==> src/rtl/bicubic_pkg.sv <==
// Shared defaults and helpers for the bicubic filter stages.
// Holds the round-and-saturate used when narrowing accumulators.
package bicubic_pkg;

  localparam int DEF_A_W     = 18;
  localparam int DEF_B_W     = 8;
  localparam int DEF_TAPS    = 4;
  localparam int DEF_MUL_LAT = 2;
  localparam int DEF_FRAC    = 6;
  localparam int DEF_OUT_W   = 8;

  typedef struct packed {
    logic [63:0] data;
    logic        sat;
  } rs_t;

  // Round half-up, drop frac bits, clamp to out_w (signed or unsigned).
  // sum must already be sign/zero extended to 64 bits; out_w <= 62.
  function automatic rs_t round_sat(
    input logic signed [63:0] sum,
    input int unsigned        frac,
    input int unsigned        out_w,
    input logic               out_signed
  );
    logic signed [63:0] r;
    logic signed [63:0] hi;
    logic signed [63:0] lo;
    rs_t                res;
    r = sum;
    if (frac > 0) begin
      r = r + (64'sd1 <<< (frac - 1));
    end
    r = r >>> frac;
    if (out_signed) begin
      hi = (64'sd1 <<< (out_w - 1)) - 64'sd1;
      lo = -(64'sd1 <<< (out_w - 1));
    end else begin
      hi = (64'sd1 <<< out_w) - 64'sd1;
      lo = 64'sd0;
    end
    res.sat  = 1'b0;
    res.data = r;
    if (r > hi) begin
      res.data = hi;
      res.sat  = 1'b1;
    end else if (r < lo) begin
      res.data = lo;
      res.sat  = 1'b1;
    end
    return res;
  endfunction

endpackage

==> src/rtl/bicubic_mac_mul_pipe.sv <==
// Pipelined multiplier with a valid bit riding alongside each product.
// All stages advance together under a shared enable.
module mul_pipe #(
  parameter int A_W      = 18,
  parameter int B_W      = 8,
  parameter int LAT      = 2,
  parameter bit A_SIGNED = 1'b0,
  parameter bit B_SIGNED = 1'b1
) (
  input  logic               clk,
  input  logic               rst,
  input  logic               en,
  input  logic               in_valid,
  input  logic [A_W-1:0]     a,
  input  logic [B_W-1:0]     b,
  output logic               out_valid,
  output logic [A_W+B_W-1:0] p
);

  localparam int P_W = A_W + B_W;

  logic signed [A_W:0] a_x;
  logic signed [B_W:0] b_x;
  logic [LAT-1:0]      v_d;
  logic [LAT-1:0]      v_q;
  logic [P_W-1:0]      p_d [LAT];
  logic [P_W-1:0]      p_q [LAT];

  // One extra bit lets one signed multiply cover every signedness mix.
  always_comb begin
    a_x = {A_SIGNED ? a[A_W-1] : 1'b0, a};
    b_x = {B_SIGNED ? b[B_W-1] : 1'b0, b};
    v_d[0] = in_valid;
    p_d[0] = a_x * b_x;
    for (int i = 1; i < LAT; i++) begin
      v_d[i] = v_q[i-1];
      p_d[i] = p_q[i-1];
    end
  end

  // Shift products and valid bits one stage per enabled cycle.
  always_ff @(posedge clk or posedge rst) begin
    if (rst) begin
      v_q <= '0;
      for (int i = 0; i < LAT; i++) begin
        p_q[i] <= '0;
      end
    end else if (en) begin
      v_q <= v_d;
      for (int i = 0; i < LAT; i++) begin
        p_q[i] <= p_d[i];
      end
    end
  end

  assign out_valid = v_q[LAT-1];
  assign p         = p_q[LAT-1];

endmodule

==> src/rtl/bicubic_mac.sv <==
// Streaming multiply-accumulate over TAPS products per result,
// with rounding, saturation and a single-register output stage.
module bicubic_mac
  import bicubic_pkg::*;
#(
  parameter int A_W        = DEF_A_W,
  parameter int B_W        = DEF_B_W,
  parameter int TAPS       = DEF_TAPS,
  parameter int MUL_LAT    = DEF_MUL_LAT,
  parameter int FRAC       = DEF_FRAC,
  parameter int OUT_W      = DEF_OUT_W,
  parameter bit A_SIGNED   = 1'b0,
  parameter bit B_SIGNED   = 1'b1,
  parameter bit OUT_SIGNED = 1'b0
) (
  input  logic             aclk,
  input  logic             areset,
  input  logic             s_valid,
  output logic             s_ready,
  input  logic [A_W-1:0]   s_a,
  input  logic [B_W-1:0]   s_b,
  output logic             m_valid,
  input  logic             m_ready,
  output logic [OUT_W-1:0] m_data,
  output logic             m_sat
);

  localparam int P_W   = A_W + B_W;
  localparam int CNT_W = $clog2(TAPS);
  localparam int ACC_W = P_W + CNT_W;
  localparam int EXT_W = 64 - ACC_W;
  localparam bit PROD_SIGNED = A_SIGNED | B_SIGNED;

  logic             en;
  logic             p_valid;
  logic [P_W-1:0]   p;
  logic [ACC_W-1:0] p_ext;
  logic [ACC_W-1:0] sum;
  logic [63:0]      sum64;
  rs_t              rs;

  logic [CNT_W-1:0] tap_d, tap_q;
  logic [ACC_W-1:0] acc_d, acc_q;
  logic             m_valid_d, m_valid_q;
  logic [OUT_W-1:0] m_data_d, m_data_q;
  logic             m_sat_d, m_sat_q;

  // Whole pipeline stalls only when a result sits unaccepted.
  assign en      = !m_valid_q || m_ready;
  assign s_ready = en;

  mul_pipe #(
    .A_W      (A_W),
    .B_W      (B_W),
    .LAT      (MUL_LAT),
    .A_SIGNED (A_SIGNED),
    .B_SIGNED (B_SIGNED)
  ) u_mul (
    .clk       (aclk),
    .rst       (areset),
    .en        (en),
    .in_valid  (s_valid),
    .a         (s_a),
    .b         (s_b),
    .out_valid (p_valid),
    .p         (p)
  );

  // Widen the product; tap 0 starts a fresh sum.
  always_comb begin
    p_ext = {{CNT_W{PROD_SIGNED ? p[P_W-1] : 1'b0}}, p};
    sum   = (tap_q == '0) ? p_ext : acc_q + p_ext;
    sum64 = {{EXT_W{PROD_SIGNED ? sum[ACC_W-1] : 1'b0}}, sum};
    rs    = round_sat(sum64, FRAC, OUT_W, OUT_SIGNED);
  end

  // Tap counting, accumulation and result capture.
  always_comb begin
    tap_d     = tap_q;
    acc_d     = acc_q;
    m_valid_d = m_valid_q;
    m_data_d  = m_data_q;
    m_sat_d   = m_sat_q;
    if (en) begin
      m_valid_d = 1'b0;
      if (p_valid) begin
        acc_d = sum;
        if (tap_q == CNT_W'(TAPS - 1)) begin
          tap_d     = '0;
          m_valid_d = 1'b1;
          m_data_d  = rs.data[OUT_W-1:0];
          m_sat_d   = rs.sat;
        end else begin
          tap_d = tap_q + 1'b1;
        end
      end
    end
  end

  // State registers.
  always_ff @(posedge aclk or posedge areset) begin
    if (areset) begin
      tap_q     <= '0;
      acc_q     <= '0;
      m_valid_q <= 1'b0;
      m_data_q  <= '0;
      m_sat_q   <= 1'b0;
    end else begin
      tap_q     <= tap_d;
      acc_q     <= acc_d;
      m_valid_q <= m_valid_d;
      m_data_q  <= m_data_d;
      m_sat_q   <= m_sat_d;
    end
  end

  assign m_valid = m_valid_q;
  assign m_data  = m_data_q;
  assign m_sat   = m_sat_q;

endmodule
==> config.mk <==
export PLATFORM = sky130hd
export DESIGN_NAME = bicubic_mac
export DESIGN_NICKNAME = d
export VERILOG_FILES = /design/src/rtl/bicubic_pkg.sv /design/src/rtl/bicubic_mac_mul_pipe.sv /design/src/rtl/bicubic_mac.sv
export SDC_FILE = /design/constraint.sdc
export NUM_CORES = 1
export LEC_CHECK = 0
export ABC_AREA = 1
export BUFFER_PORTS_ARGS = -buffer_cell sky130_fd_sc_hd__buf_2
export CORE_MARGIN = 3
export CORE_UTILIZATION = 52
export CTS_BUF_LIST = sky130_fd_sc_hd__clkbuf_8 sky130_fd_sc_hd__clkbuf_16
export CTS_CLUSTER_DIAMETER = 150
export DETAILED_ROUTE_END_ITERATION = 12
export PLACE_DENSITY = 0.71
export SLEW_MARGIN = 10
export SYNTH_ARGS = -nofsm -noshare
export SYNTH_HDL_FRONTEND = slang
export SYNTH_HIERARCHICAL = 1
export SYNTH_SLANG_ARGS = --single-unit
==> constraint.sdc <==
create_clock -name aclk -period 3.3 [get_ports aclk]
set_input_delay 0.66 -clock aclk [delete_from_list [all_inputs] [get_ports aclk]]
set_output_delay 0.66 -clock aclk [all_outputs]
set_load 0.1 [all_outputs]
==> summary.txt, run 1 <==
Final layout
  • Post-route cell area: 0.0153 mm²
  • Share of layout cells above drive strength 1: 24.7%
  • Fin nets: 2225
  • Diode count: 0
  • Area Growth Syn to Fin: 22.5%
  • Non-Filler Instances: 2331

Worst setup path
  • WP data arrival: 4.22 ns
  • Reg2reg start: acc_q[7]
  • End of the worst register-to-register path: m_data[5]
  • Setup crit end kind: register
  • Worst setup SP type: input pin
  • Reg2reg setup slack: 0.05 ns
  • CP startpoint: s_b[7]
  • Required @ worst endpoint: 3.51 ns
  • Kind of critical path: in2reg
  • Worst reg-to-reg path cell count: 19
  • Crit Path Max Fanout: 8

Timing
  • Worst slew pin tran: 0.969 ns
  • RSZ-0062 raised after global routing: true
  • Period utilization: 121%
  • Fmax: 0.250 GHz
  • Fin crit period: 4.01 ns
  • Skew final: 0.0109 ns
  • Finish-stage setup viols: 20
  • Final Max Tran Viols: 0
  • Slew Limit Headroom: 35.4%
  • WHS: 0.376 ns
  • Final count of hold timing violations: 0
  • Worst setup margin: -0.706 ns

Place
  • GP Congestion: 0.951
  • IO Port Bufs: 40
  • Dpl hpwl: 26100 µm
  • Placed Instances: 2301
  • Dpl ws: -1.16 ns
  • Dpl cell area: 0.0139 mm²

Clock tree
  • CTS Sinks: 94
  • Worst-path clk slew: 0.07 ns
  • Longest Clk Path Bufs: 2
  • Hold Buf Count CTS: 0
  • Root Driver: clkbuf_16
  • CTS tree: built
  • Worst-Skew Late Latency: 0.35 ns
  • Num CTS Buffers: 9
  • Max H-tree Level: 3

Floorplan
  • Num rows: 56
  • Die Span Y: 161 µm
  • Io pins: 41
  • Die Span X: 161 µm
  • Starting utilization of the core area: 53.0%
  • Die area: 0.0259 mm²
  • Core box area: 0.0235 mm²

Yosys
  • Mean Syn Cell Area: 6.55 µm²
  • Largest family of logic cells by synthesized area: simple AND/OR/NAND/NOR gates
  • EDFF count, synth: 0
  • Post-Synth Adder-Cell Area: 24.7%
  • YS warnings: 6
  • #FFs+latches synth: 94
  • Synth Area in Compound Gates: 4.04%
  • Mapped Nets: 2125
  • Ys flop type: dfrtp_1
  • Mapped Area: 0.0125 mm²
  • Cell count after synthesis: 1907
  • Mux cell area share after synthesis: 0%
  • Synth Area in Simple Gates: 35.5%
  • Synth cell types: 41
  • Xor and xnor fraction of the mapped netlist area: 1.54%
  • Seq/Total Area, Yosys: 18.8%
  • FFs w/ async S/R, synth: 100%

Job
  • Maxcap violations: 0

Routing
  • Wire per inst: 14.3 µm
  • Antenna viol nets, final: 0
  • Vias per std cell: 5.05
  • WL final: 33400 µm
  • Initial drt markers: 1002
  • Routed via count: 11765
  • Drc violations: 0
  • Pre-antenna DRT Iters: 7

Run status
  • Status: complete, but fails checks
  • Violated checks: negative setup slack

Global route
  • Vias in the first global route: 11411
  • Largest net degree at the start of global routing: 64
  • Gr ovfl total: 0
  • Initial antenna violation count: 0
  • First-pass GRT wire length: 54800 µm
  • Global-route usage over all layers: 25.6%

Worst hold path
  • Hold WC Path Type: in2async
==> worst max path at each step <==
| stage | endpoint | slack (ns) |
|---|---|---|
| 2_1_floorplan | u_mul/p_d[22] | -0.83 |
| 3_5_place_dp | u_mul/p_d[19] | -1.16 |
| 5_1_grt | u_mul/p_d[22] | -0.84 |
| 4_1_cts | u_mul/p_d[18] | -0.66 |
| 6_report | u_mul/p_d[13] | -0.71 |
| 3_3_place_gp | u_mul/p_d[19] | -1.10 |
==> logic make-up after synthesis <==
group / count (synthesis)
and+or+nand+nor: 1003
buffers and inverters: 505
adders and majority gates: 188
AOI/OAI and AO/OA: 95
DFF: 94
xor gates and xnor gates: 22
==> state kept, by name, summed over array words and instances, names as in the netlist <==
name	flops
u_mul/v_q	2
tap_q	2
m_data	8
u_mul/p_d	26
m_valid	1
m_sat	1
u_mul/p	26
acc_q	28
==> critical path, stage by stage <==
cell and delay, ns:
buf_12 0.11, clkinv_8 0.08, or2_4 0.24, fa_2 0.47
fa_1 0.49, inv_1 0.05, fa_1 0.47, inv_1 0.05
fa_1 0.49, inv_2 0.05, ha_4 0.27, nand2_4 0.08
inv_4 0.04, nand2_2 0.06, nand2_1 0.04, nand2_1 0.09
nand3_4 0.09, or2_1 0.23, nand3_1 0.06, o21ai_1 0.07
==> cell usage in the layout (no fill, tap or decap), types with 53 or more instances in the layout <==
master,count
buf_4,93
fa_1,91
nand3_1,71
inv_2,53
inv_1,386
nand2_2,62
nand2_1,619
nor2_1,65
dfrtp_1,94
ha_1,53
==> area by class of cell <==
cell class	instances	area, µm²
Clock buffer	9	225
Fill cell	2143	8250
Inverter	449	1710
Clock inverter	7	63.8
Timing Repair Buffer	143	1200
Multi-Input combinational cell	1309	9340
Tap cell	319	399
Sequential cell	94	2350
Timing Repair inverter	1	16.3
==> stage by stage <==
stage / utilization (%) / TNS (ns)
after CTS: 61.8 / -11.24
after global routing: 65.0 / -15.56
after detailed placement: 59.2 / -21.88
after global placement: 59.2 / -20.62
final: 65.0 / -11.69
after floorplan: - / -14.41
==> routing by layer <==
layer / track usage [%] / part of all wire (%) / wire [µm] / vias to the layer above
li1: - / - / - / 5828
met1: 37.0 / 46 / 15300 / 5599
met2: 42.1 / 48 / 16000 / 300
met3: 2.61 / 4.8 / 1600 / 38
met4: 4.69 / 1.4 / 470 / 0
met5: 0 / 0 / 0 / -
==> cell usage after synthesis (2+ instances only) <==
cell | number | area [µm²]
xor2_1 | 11 | 96.3
dfrtp_1 | 94 | 2350
inv_1 | 431 | 1620
or2_1 | 2 | 12.5
xnor2_1 | 11 | 96.3
buf_4 | 2 | 15.0
a21oi_1 | 34 | 170
nor2_1 | 93 | 349
ha_1 | 90 | 1130
a21oi_2 | 5 | 43.8
and2_1 | 4 | 25.0
a31oi_1 | 2 | 12.5
or2_2 | 22 | 138
nand4_1 | 23 | 144
nand2_4 | 3 | 33.8
clkbuf_2 | 2 | 10.0
fa_1 | 98 | 1960
nand2_2 | 28 | 175
nand2_1 | 673 | 2530
nand3_2 | 18 | 180
o21ai_1 | 10 | 50.1
clkbuf_1 | 43 | 161
clkinv_1 | 6 | 22.5
nor2_4 | 10 | 113
nand3_4 | 2 | 35.0
inv_2 | 12 | 45.0
nand3_1 | 86 | 430
nor2_2 | 22 | 138
o21ai_0 | 41 | 205
buf_2 | 4 | 20.0
nor3_1 | 6 | 30.0
buf_1 | 5 | 18.8
nand3b_1 | 6 | 45.0
==> repair_timing <==
action / 4_1_cts / 5_1_grt
pin swaps: 26 / 83
buffers inserted: 3 / 10
gates resized for setup: 80 / 162
gates cloned: 1 / 1
setup endpoints to repair: 28 / 30
Power of run 1 is not shown: default switching activity piles up to over one toggle a cycle in this logic, so the estimate is an artifact.
==> inputs of run 2 (changes only) <==
Settings changed: CORE_UTILIZATION 52 to 30, PLACE_DENSITY 0.71 to default, SKIP_CTS_REPAIR_TIMING from default to 1.
==> run 2 against run 1 <==
  * The flow still finishes with violations (negative setup slack)
  * Via count shrank 2.2%
  * Routed wire length fell by 1.2%
  * Sequential share of layout area is 0.14 points lower
  * Flip-flop and latch count is the same
  * Non-clock buffer count rose by 5
  * Register-to-register slack improved by 0.06 ns
  * Die area increased by 70%
  * Global-route usage decreased by 11 points
  * Worst hold slack lost 0.088 ns
  * Critical path type unchanged
  * Critical endpoint is now u_mul/p_d[14]
==> summary.txt, run 2 (synthesis gave the netlist of run 1 again) <==
Floorplan
  • Die Span Y: 210 µm
  • Core box area: 0.0409 mm²
  • Starting utilization of the core area: 30.5%
  • Die area: 0.0441 mm²
  • Io pins: 41
  • Num rows: 74
  • Die Span X: 210 µm

Timing
  • Worst setup margin: -0.674 ns
  • Slew Limit Headroom: 63.5%
  • Final Max Tran Viols: 0
  • RSZ-0062 raised after global routing: true
  • WHS: 0.288 ns
  • Finish-stage setup viols: 20
  • Fin crit period: 3.97 ns
  • Period utilization: 120%
  • Final count of hold timing violations: 0
  • Skew final: 0.00885 ns
  • Worst slew pin tran: 0.547 ns
  • Fmax: 0.252 GHz

Worst setup path
  • Reg2reg setup slack: 0.11 ns
  • CP startpoint: s_b[7]
  • Crit Path Max Fanout: 9
  • Critical Path End: u_mul/p_d[14]
  • Worst reg-to-reg path cell count: 21
  • End of the worst register-to-register path: m_data[2]
  • Setup crit end kind: register
  • Worst setup SP type: input pin
  • Required @ worst endpoint: 3.52 ns
  • Kind of critical path: in2reg
  • Reg2reg start: u_mul/p[0]
  • WP data arrival: 4.20 ns

Final layout
  • Most frequent cells in the layout: nand2_1 (614), inv_1 (381), buf_4 (104)
  • Post-route cell area: 0.0154 mm²
  • Diode count: 0
  • Area Growth Syn to Fin: 23.7%
  • Fin nets: 2230
  • Share of layout cells above drive strength 1: 25.0%
  • Largest reg by FF count: acc_q
  • Most common cell after layout, fill and taps aside: nand2_1
  • Largest register FFs: 28

Routing
  • Antenna viol nets, final: 0
  • Drc violations: 0
  • WL final: 33000 µm
  • Wire per inst: 12.9 µm
  • Vias per std cell: 4.51
  • Routed via count: 11505
  • Pre-antenna DRT Iters: 5
  • Initial drt markers: 624

Place
  • Dpl cell area: 0.0142 mm²
  • Dpl hpwl: 26500 µm
  • IO Port Bufs: 40
  • GP Congestion: 0.905

Global route
  • Vias in the first global route: 11224
  • Gr ovfl total: 0
  • Global-route usage over all layers: 14.8%
  • Initial antenna violation count: 0
  • First-pass GRT wire length: 54400 µm
  • Largest net degree at the start of global routing: 52

Clock tree
  • CTS tree: built
  • Worst-Skew Late Latency: 0.36 ns
  • Max H-tree Level: 3
  • Num CTS Buffers: 9
  • CTS Sinks: 94
  • Root Driver: clkbuf_16
  • Longest Clk Path Bufs: 2
  • Worst-path clk slew: 0.07 ns

Run status
  • Violated checks: negative setup slack
  • Status: complete, but fails checks

Worst hold path
  • Hold WC Path Type: in2async

Job
  • Maxcap violations: 0
[run 2: through the flow]
stage / worst slack [ns] / util [%] / instances / TNS, ns
2_1_floorplan: -0.830 / - / 1907 / -14.41
4_1_cts: -0.783 / 35.4 / 2528 / -14.45
6_report: -0.674 / 37.7 / 2549 / -11.49
3_5_place_dp: -1.16 / 34.6 / 2512 / -22.25
5_1_grt: -0.830 / 37.7 / 2549 / -15.11
3_3_place_gp: -1.09 / 34.6 / 2512 / -21.10
[run 2: metal layers]
| metal | vias to the layer above | track usage (%) | wire length [µm] |
|---|---|---|---|
| met1 | 5416 | 19.7 | 15300 |
| met2 | 194 | 26.0 | 15900 |
| met4 | 0 | 4.23 | 867 |
| met5 | - | 0 | 0 |
| met3 | 52 | 1.10 | 928 |
| li1 | 5843 | - | - |
[run 2: layout make-up]
class	count	area, µm²
Timing Repair inverter	1	16.3
Tap cell	532	666
Inverter	449	1710
Multi-Input combinational cell	1309	9230
Sequential cell	94	2350
Clock buffer	9	225
Timing Repair Buffer	148	1170
Fill cell	4331	25500
Clock inverter	7	75.1
[run 2: how the worst min path moves through the flow]
stage | end | slack, ns | cells after the start
after floorplan | u_mul/p_d[1] | 0.44 | 2
after CTS | u_mul/v_q[0] | 0.30 | 2
after global routing | u_mul/v_q[1] | 0.33 | 2
after detailed placement | m_sat | 0.46 | 2
after global placement | u_mul/p_d[1] | 0.46 | 2
final | u_mul/v_q[1] | 0.29 | 2
[run 2: critical path: stages]
cell	delay, ns
buf_12	0.11
clkinv_8	0.08
buf_4	0.15
fa_1	0.50
fa_1	0.50
inv_1	0.06
fa_1	0.54
inv_2	0.04
fa_1	0.49
inv_2	0.05
ha_4	0.23
nand2_2	0.09
nand2_1	0.05
nand2_1	0.06
nand2_1	0.06
nand2_1	0.08
nand3_2	0.13
xnor2_1	0.22
o21ai_1	0.09
Power of run 2 is left out for the same reason.
==> inputs of run 3 (changes only) <==
Settings changed: REMOVE_ABC_BUFFERS from default to 1.
Clock period 3.3 ns to 4.3 ns, I/O delays scaled along.
==> run 3 against run 2 <==
  * The run still ends with negative setup slack left
  * Setup slack better by 0.54 ns
  * Die area stayed put
  * Worst hold slack better by 0.13 ns
  * Non-clock buffer count is 21 lower
  * Clock-buffer cell count stayed put
  * Core utilization is 1.5 points lower
  * Via count is 1.9% lower
  * Register-to-register slack better by 0.58 ns
  * Global-route usage is 0.077 points lower
  * First-iteration DRC count is 3.2% lower
  * Critical path type unchanged
  * Highest routed layer unchanged
==> summary.txt, run 3 (synthesis gave the netlist of run 1 again) <==
Worst setup path
  • Setup crit end kind: register
  • Crit Path Max Fanout: 7
  • Kind of critical path: in2reg
  • Worst setup SP type: input pin
  • Required @ worst endpoint: 4.50 ns
  • WP data arrival: 4.63 ns

Routing
  • Wire per inst: 13.0 µm
  • Initial drt markers: 604
  • Antenna viol nets, final: 0
  • Vias per std cell: 4.47
  • WL final: 32700 µm
  • Pre-antenna DRT Iters: 7
  • Routed via count: 11287
  • Drc violations: 0

Timing
  • RSZ-0062 raised after global routing: true
  • Slew Limit Headroom: 33.7%
  • Fmax: 0.226 GHz
  • WHS: 0.417 ns
  • Fin crit period: 4.43 ns
  • Period utilization: 103%
  • Final count of hold timing violations: 0
  • Finish-stage setup viols: 18
  • Worst setup margin: -0.130 ns
  • Skew final: 0.0102 ns
  • Final Max Tran Viols: 0
  • Worst slew pin tran: 0.993 ns

Run status
  • Violated checks: negative setup slack
  • Status: complete, but fails checks

Final layout
  • Fin nets: 2207
  • Share of layout cells above drive strength 1: 19.3%
  • Area Growth Syn to Fin: 18.6%
  • Largest register FFs: 28
  • Most common cell after layout, fill and taps aside: nand2_1
  • Core Util, Final: 36.2%
  • Most frequent cells in the layout: nand2_1 (631), inv_1 (414), fa_1 (96)
  • Diode count: 0
  • Largest reg by FF count: acc_q

Job
  • Maxcap violations: 0

Worst hold path
  • Hold WC Path Type: in2async

Floorplan
  • Starting utilization of the core area: 30.5%
  • Num rows: 74
  • Die area: 0.0441 mm²
  • Die Span X: 210 µm
  • Core box area: 0.0409 mm²
  • Io pins: 41
  • Die Span Y: 210 µm

Place
  • IO Port Bufs: 40
  • Dpl hpwl: 26600 µm
  • Dpl ws: -0.918 ns
  • GP Congestion: 0.920

Clock tree
  • Root Driver: clkbuf_16
  • CTS tree: built
  • CTS Sinks: 94
  • Worst-Skew Late Latency: 0.35 ns
  • Worst-path clk slew: 0.08 ns
  • Longest Clk Path Bufs: 2
  • Num CTS Buffers: 9
  • Max H-tree Level: 3

Global route
  • Initial antenna violation count: 0
  • Vias in the first global route: 11087
  • First-pass GRT wire length: 54100 µm
  • Gr ovfl total: 0
  • Largest net degree at the start of global routing: 64
  • Global-route usage over all layers: 14.7%
-- run 3: cell count changes in the layout (fill, tap and decap cells not counted), moves of 12 or more --
cell / previous run / this run
ha_4: 28 / 16
inv_2: 57 / 26
inv_1: 381 / 414
nand2_1: 614 / 631
buf_4: 104 / 84
ha_1: 57 / 74
-- run 3: stage by stage --
stage | instance area (µm²) | setup TNS [ns] | cells
after floorplan | 12300 | -13.05 | 1851
after detailed placement | 13700 | -14.74 | 2501
after CTS | 14100 | -7.69 | 2517
after global routing | 14800 | -4.15 | 2526
final | 14800 | -1.30 | 2526
after global placement | 13700 | -14.18 | 2501
-- run 3: cell type report --
type | count | area [µm²]
Multi-Input combinational cell | 1308 | 8840
Clock buffer | 9 | 225
Sequential cell | 94 | 2350
Tap cell | 532 | 666
Inverter | 449 | 1690
Timing Repair Buffer | 127 | 942
Fill cell | 4401 | 26100
Clock inverter | 7 | 91.3
-- run 3: per-layer routing --
layer	part of all wire, %	global-route usage (%)	up-vias
met5	0	0	-
met4	1.4	2.84	0
met3	3.1	1.47	36
met2	49	25.9	180
met1	46	19.8	5297
li1	-	-	5774
-- run 3: worst max-delay path, cell delays in order --
cell        delay [ns]
buf_8             0.08
clkinvlp_4        0.21
clkbuf_16         0.26
buf_4             0.14
fa_1              0.47
fa_1              0.51
inv_1             0.06
fa_1              0.47
inv_1             0.05
fa_1              0.49
inv_2             0.05
ha_4              0.24
nand2_4           0.08
nand2_1           0.05
nand2_1           0.05
nand2_1           0.06
or2_1             0.25
xnor2_1           0.19
o21ai_1           0.08
-- run 3: final timing paths --
| check | slack [ns] | from | cells after the start | endpoint |
|---|---|---|---|---|
| max in group asynchronous | 2.90 | areset | 3 | u_mul/p[24] |
| min reg2reg | 0.48 | u_mul/p_d[22] | 2 | u_mul/p_d[22] |
| min | 0.42 | areset | 2 | acc_q[0] |
| min in group aclk | 0.48 | u_mul/p_d[22] | 2 | u_mul/p_d[22] |
| max | -0.13 | s_b[7] | 19 | u_mul/p_d[10] |
| max reg2reg | 0.69 | u_mul/p[0] | 23 | m_data[3] |
Power of run 3 is left out for the same reason.
